===== config.mk =====
export PLATFORM = sky130hd
export DESIGN_NAME = wb_peripheral_bus_master
export DESIGN_NICKNAME = d
export VERILOG_FILES = /design/src/rtl/wb_master_pkg.sv /design/src/rtl/wb_timeout_counter.sv /design/src/rtl/wb_peripheral_bus_master.sv
export SDC_FILE = /design/constraint.sdc
export NUM_CORES = 1
export LEC_CHECK = 0
export ABC_AREA = 1
export BUFFER_PORTS_ARGS = -buffer_cell sky130_fd_sc_hd__buf_2
export CORE_ASPECT_RATIO = 0.7
export CORE_UTILIZATION = 46
export DETAILED_ROUTE_END_ITERATION = 16
export MAX_ROUTING_LAYER = met4
export PLACE_DENSITY_LB_ADDON = 0.08
export SYNTH_ARGS = -nofsm -noshare
export SYNTH_HDL_FRONTEND = slang
export SYNTH_SLANG_ARGS = --single-unit

===== constraint.sdc =====
create_clock -name wb_clk_i -period 2.2 [get_ports wb_clk_i]
set_input_delay 0.22 -clock wb_clk_i [delete_from_list [all_inputs] [get_ports wb_clk_i]]
set_output_delay 0.22 -clock wb_clk_i [all_outputs]
set_load 0.03 [all_outputs]

===== src/rtl/wb_master_pkg.sv =====
// Shared definitions for the Wishbone pipelined bus master: FSM state
// encoding and the read-data value returned on an error or timeout.
package wb_master_pkg;

  // FSM state encoding (kept as plain 2-bit constants for legacy tools)
  localparam logic [1:0] ST_IDLE     = 2'd0;
  localparam logic [1:0] ST_REQUEST  = 2'd1;
  localparam logic [1:0] ST_WAIT_ACK = 2'd2;

  // Read data reported when a transaction ends in error or timeout
  localparam logic [31:0] ERROR_READ_DATA = 32'hFFFFFFFF;

  // True while a bus cycle is open (REQUEST or WAIT_ACK)
  function automatic logic state_active(input logic [1:0] st);
    return (st == ST_REQUEST) || (st == ST_WAIT_ACK);
  endfunction

endpackage


===== src/rtl/wb_timeout_counter.sv =====
// Bounded cycle counter for the bus master. It is held at zero while
// clear is high and counts every enabled cycle. expired marks the last
// cycle before the count would reach TERMINAL_COUNT, so the owner can act
// on the same edge the count reaches it. TERMINAL_COUNT = 0 disables it.
module wb_timeout_counter #(
  parameter int TERMINAL_COUNT = 255,
  parameter int COUNT_BITS     = 8
) (
  input  logic clk,
  input  logic rst,
  input  logic clear,
  input  logic enable,
  output logic expired
);

  localparam logic [COUNT_BITS-1:0] LAST_COUNT = COUNT_BITS'(TERMINAL_COUNT - 1);

  logic [COUNT_BITS-1:0] count;

  // Count enabled cycles; synchronous reset and clear both zero the count
  always_ff @(posedge clk) begin
    if (rst || clear) begin
      count <= '0;
    end else if (enable) begin
      count <= count + 1'b1;
    end
  end

  assign expired = (TERMINAL_COUNT != 0) && enable && (count == LAST_COUNT);

endmodule


===== src/rtl/wb_peripheral_bus_master.sv =====
// Wishbone pipelined initiator. Each accepted local request becomes one
// Wishbone transaction; the completion pulse returns read data and status.
//
// Handshakes: on the local side master_request is a one-cycle valid and
// !master_busy is ready; a request seen while busy is dropped, not queued.
// On the bus side the strobe is accepted by the slave in the first cycle
// stb=1 and stall=0; ack or error ends the cycle (error wins if both), and
// either one is honoured even while the strobe is still stalled.
module wb_peripheral_bus_master
  import wb_master_pkg::*;
#(
  parameter int ADDRESS_WIDTH  = 24,
  parameter int TIMEOUT_CYCLES = 255,
  parameter int TIMEOUT_BITS   = 8
) (
  input  logic                     wb_clk_i,
  input  logic                     wb_rst_i,
  input  logic                     master_request,
  input  logic                     master_we,
  input  logic [ADDRESS_WIDTH-1:0] master_address,
  input  logic [3:0]               master_byteSelect,
  input  logic [31:0]              master_dataWrite,
  output logic                     master_busy,
  output logic                     master_done,
  output logic                     master_error,
  output logic                     master_timeout,
  output logic [31:0]              master_dataRead,
  output logic                     wb_cyc_o,
  output logic                     wb_stb_o,
  output logic                     wb_we_o,
  output logic [3:0]               wb_sel_o,
  output logic [ADDRESS_WIDTH-1:0] wb_adr_o,
  output logic [31:0]              wb_data_o,
  input  logic                     wb_ack_i,
  input  logic                     wb_stall_i,
  input  logic                     wb_error_i,
  input  logic [31:0]              wb_data_i
);

  logic [1:0] state;
  logic       timer_expired;
  logic       response;

  assign response = wb_ack_i | wb_error_i;

  // Timeout counter runs only while a bus cycle is open and restarts from
  // zero for every transaction because it is held clear in IDLE.
  wb_timeout_counter #(
    .TERMINAL_COUNT(TIMEOUT_CYCLES),
    .COUNT_BITS    (TIMEOUT_BITS)
  ) u_timeout (
    .clk    (wb_clk_i),
    .rst    (wb_rst_i),
    .clear  (state == ST_IDLE),
    .enable (state_active(state)),
    .expired(timer_expired)
  );

  // Transaction FSM; every output is a register updated here
  always_ff @(posedge wb_clk_i) begin
    if (wb_rst_i) begin
      state           <= ST_IDLE;
      wb_cyc_o        <= 1'b0;
      wb_stb_o        <= 1'b0;
      wb_we_o         <= 1'b0;
      wb_sel_o        <= '0;
      wb_adr_o        <= '0;
      wb_data_o       <= '0;
      master_busy     <= 1'b0;
      master_done     <= 1'b0;
      master_error    <= 1'b0;
      master_timeout  <= 1'b0;
      master_dataRead <= ERROR_READ_DATA;
    end else begin
      // Status flags are pulses that accompany master_done
      master_done    <= 1'b0;
      master_error   <= 1'b0;
      master_timeout <= 1'b0;
      case (state)
        ST_IDLE: begin
          if (master_request) begin
            wb_we_o     <= master_we;
            wb_adr_o    <= master_address;
            wb_sel_o    <= master_byteSelect;
            wb_data_o   <= master_dataWrite;
            wb_cyc_o    <= 1'b1;
            wb_stb_o    <= 1'b1;
            master_busy <= 1'b1;
            state       <= ST_REQUEST;
          end
        end
        ST_REQUEST, ST_WAIT_ACK: begin
          if (response || timer_expired) begin
            // Completion: a real response beats a timeout in the same cycle
            wb_cyc_o    <= 1'b0;
            wb_stb_o    <= 1'b0;
            master_busy <= 1'b0;
            master_done <= 1'b1;
            state       <= ST_IDLE;
            if (!response) begin
              master_timeout <= 1'b1;
            end
            if (wb_error_i || !response) begin
              master_error    <= 1'b1;
              master_dataRead <= ERROR_READ_DATA;
            end else if (!wb_we_o) begin
              master_dataRead <= wb_data_i;
            end
          end else if ((state == ST_REQUEST) && !wb_stall_i) begin
            // Strobe accepted: drop it, keep the cycle open for the ack
            wb_stb_o <= 1'b0;
            state    <= ST_WAIT_ACK;
          end
        end
        default: begin
          state <= ST_IDLE;
        end
      endcase
    end
  end

endmodule

==> results.ini <==
[run_status]
outcome = finished, final reports clean

[power]
powerDensity_nw_per_um2 = 949
p_sw_share_pct = 33.7
p_seq_share_pct = 43.3
clkPwrFrac_pct = 30.0
internal-power_w = 0.00352
p_switching_w = 0.00179
pwr-share-comb_pct = 26.7
ir_worst_vdd_mv = 0.581
p_leak_nw = 2.83

[placement]
dp_hpwl_um = 7790
numPortBuffers = 197
gp_congestion = 0.846
dp.cells = 864

[min_path]
hold_class = primary input to register

[layout]
seq_area_um2 = 2160
fillers = 812
diodes = 0
finalNonFillerCells = 879
fin_nets = 858
layout-drive-gt1-share_pct = 29.9
fin_util_pct = 64.1
final_cell_mix = buf_2, nor2_1, dfxtp_1
final_common_cell = buf_2
multi_input_area_um2 = 1720
synthToLayoutAreaGrowth_pct = 31.3

[yosys]
syn_area_um2 = 4260
avgSynthCellArea_um2 = 7.39
yosysSeqAreaShare_pct = 50.8
syn-num-nets = 679
syn-instance-count = 576
ys_warn_count = 0
synth.top_cell.area_share_pct = 50.8
yosys-top-cells-area = dfxtp_1, nor2_1, nand2_1, o21ai_0, nand4_1
synth.distinct_cells = 21
synth_top_area_cell = dfxtp_1
ys_ff_latch = 108

[detailed_routing]
first_pass_iters = 4
wl_um = 11000
wl_per_cell_um = 12.5
dr.first_iter.drc_count = 219
viasPerCell = 4.92
ant_nets = 0
vias = 4321
drcViolationCount = 0

[cts]
tritoncts = built
post_cts_buffers = 0
clk_latency_ns = 0.34
numCtsBuffers = 9
clkTransAtPathRegs_ns = 0.07
cts_hold_buf = 0
cts_max_level = 3
post_cts_resized = 0
cts_buffer_depth = 2
cts_root_buf = clkbuf_16
cts_sinks = 108

[run]
drv_cap = 0

[timing]
worst_pin_slew_ns = 0.628
fin_setup_tns_ns = 0
hold_violations = 0
clock.fmax_mhz = 545
period_minus_slack_ns = 1.83
slew_headroom_pct = 58.1
post-route-period-util_pct = 83.4
setup_viol = 0
grt_setup_unrepaired = no
fin_worst_skew_ns = 0.00664
maxSlewViolCount = 0

[floorplanning]
num_rows = 28
dieArea_um2 = 9650
start_util_pct = 48.8
core-area_um2 = 8720
ioPinCount = 198
die_h_um = 82.5
die_width_um = 117

[worst_setup_path]
cp_max_fo = 32
worstPathArrival_ns = 2.04
cp-end-kind = register
worstPathRequired_ns = 2.41
cp-start-kind = register
critical_path_class = register to register

[global_route]
grt_pass1_vias = 3790
antenna_found_initial = 0
grt-ovfl-total = 0
grt_first_pass_wirelength_um = 17300
grt_max_degree = 62
grtUsageTotal_pct = 23.7

## worst max-delay path, cell delays in order (launching register included)
cell and delay (ns):
dfxtp_1 0.36, inv_1 0.05, ha_1 0.33, buf_4 0.32, nand3_4 0.36, nand2_1 0.19
nand3_1 0.08
## metal layers
metal	wire length [um]	GRT usage (%)
met1	5130	28.6
met3	812	8.32
met4	210	8.35
met5	0	-
met2	4830	36.9
## through the flow
step           area, um2  worst slack [ns]  hold slack, ns  power (W)
3_5_place_dp        5300             0.394           0.440    0.00376
3_3_place_gp        5300             0.472           0.435    0.00372
5_1_grt             5590             0.231           0.131    0.00559
4_1_cts             5590             0.370           0.121    0.00534
6_report            5590             0.366           0.129    0.00531
2_1_floorplan       4260             0.560           0.289    0.00333
## path summary, 6_finish.rpt
kind | slack, ns | startpoint | cells after the start | endpoint
worst max register to register | 0.37 | state[0] | 6 | master_dataRead[9]
worst min register to register | 0.45 | master_dataRead[0] | 2 | master_dataRead[0]
worst min-delay path | 0.13 | master_dataWrite[27] | 3 | wb_data_o[27]
worst max-delay path | 0.37 | state[0] | 6 | master_dataRead[9]
## power by group through the flow
stage / clock (W) / combinational [W] / sequential (W)
5_1_grt: 0.00171 / 0.00156 / 0.00232
6_report: 0.00159 / 0.00142 / 0.00230
3_3_place_gp: 0 / 0.00139 / 0.00233
2_1_floorplan: 0 / 0.000561 / 0.00277
4_1_cts: 0.00162 / 0.00142 / 0.00230
3_5_place_dp: 0 / 0.00142 / 0.00234
## Yosys cell counts
library cell  count
nor3_1            3
inv_2             1
buf_2             2
inv_1            49
ha_1              4
a211oi_1          1
nand3_1          36
a21oi_1          12
nand2_1          88
o21ai_0          64
nor2_1          133
buf_4             4
clkbuf_1         25
nand4_1          33
nand3_4           1
xnor2_1           1
buf_6             3
dfxtp_1         108
buf_1             6
o21ai_4           1
nor2_2            1
## state kept, by name, summed over array words and instances, names as in the netlist
register / cells
master_dataRead: 32
master_done: 1
master_error: 1
master_timeout: 1
state: 2
u_timeout.count: 8
wb_adr_o: 24
wb_cyc_o: 1
wb_data_o: 32
wb_sel_o: 4
wb_stb_o: 1
wb_we_o: 1
## kinds of logic after synthesis
kind of cell	count (synthesis)	synth area share [%]
and+or+nand+nor	295	29.5
DFF	108	50.8
buffers and inverters	90	8.87
AOI/OAI and AO/OA	78	9.49
adders and majority gates	4	1.18
xor gates and xnor gates	1	0.206
## layout make-up
type	instances	area share (%)
sequential	108	38.7
multi-input combinational	378	30.7
timing repair buffer	208	19.3
clock buffer	11	4.34
inverter	50	3.36
tap	120	2.69
clock inverter	4	0.895
Power figures use the tool's default switching activity.
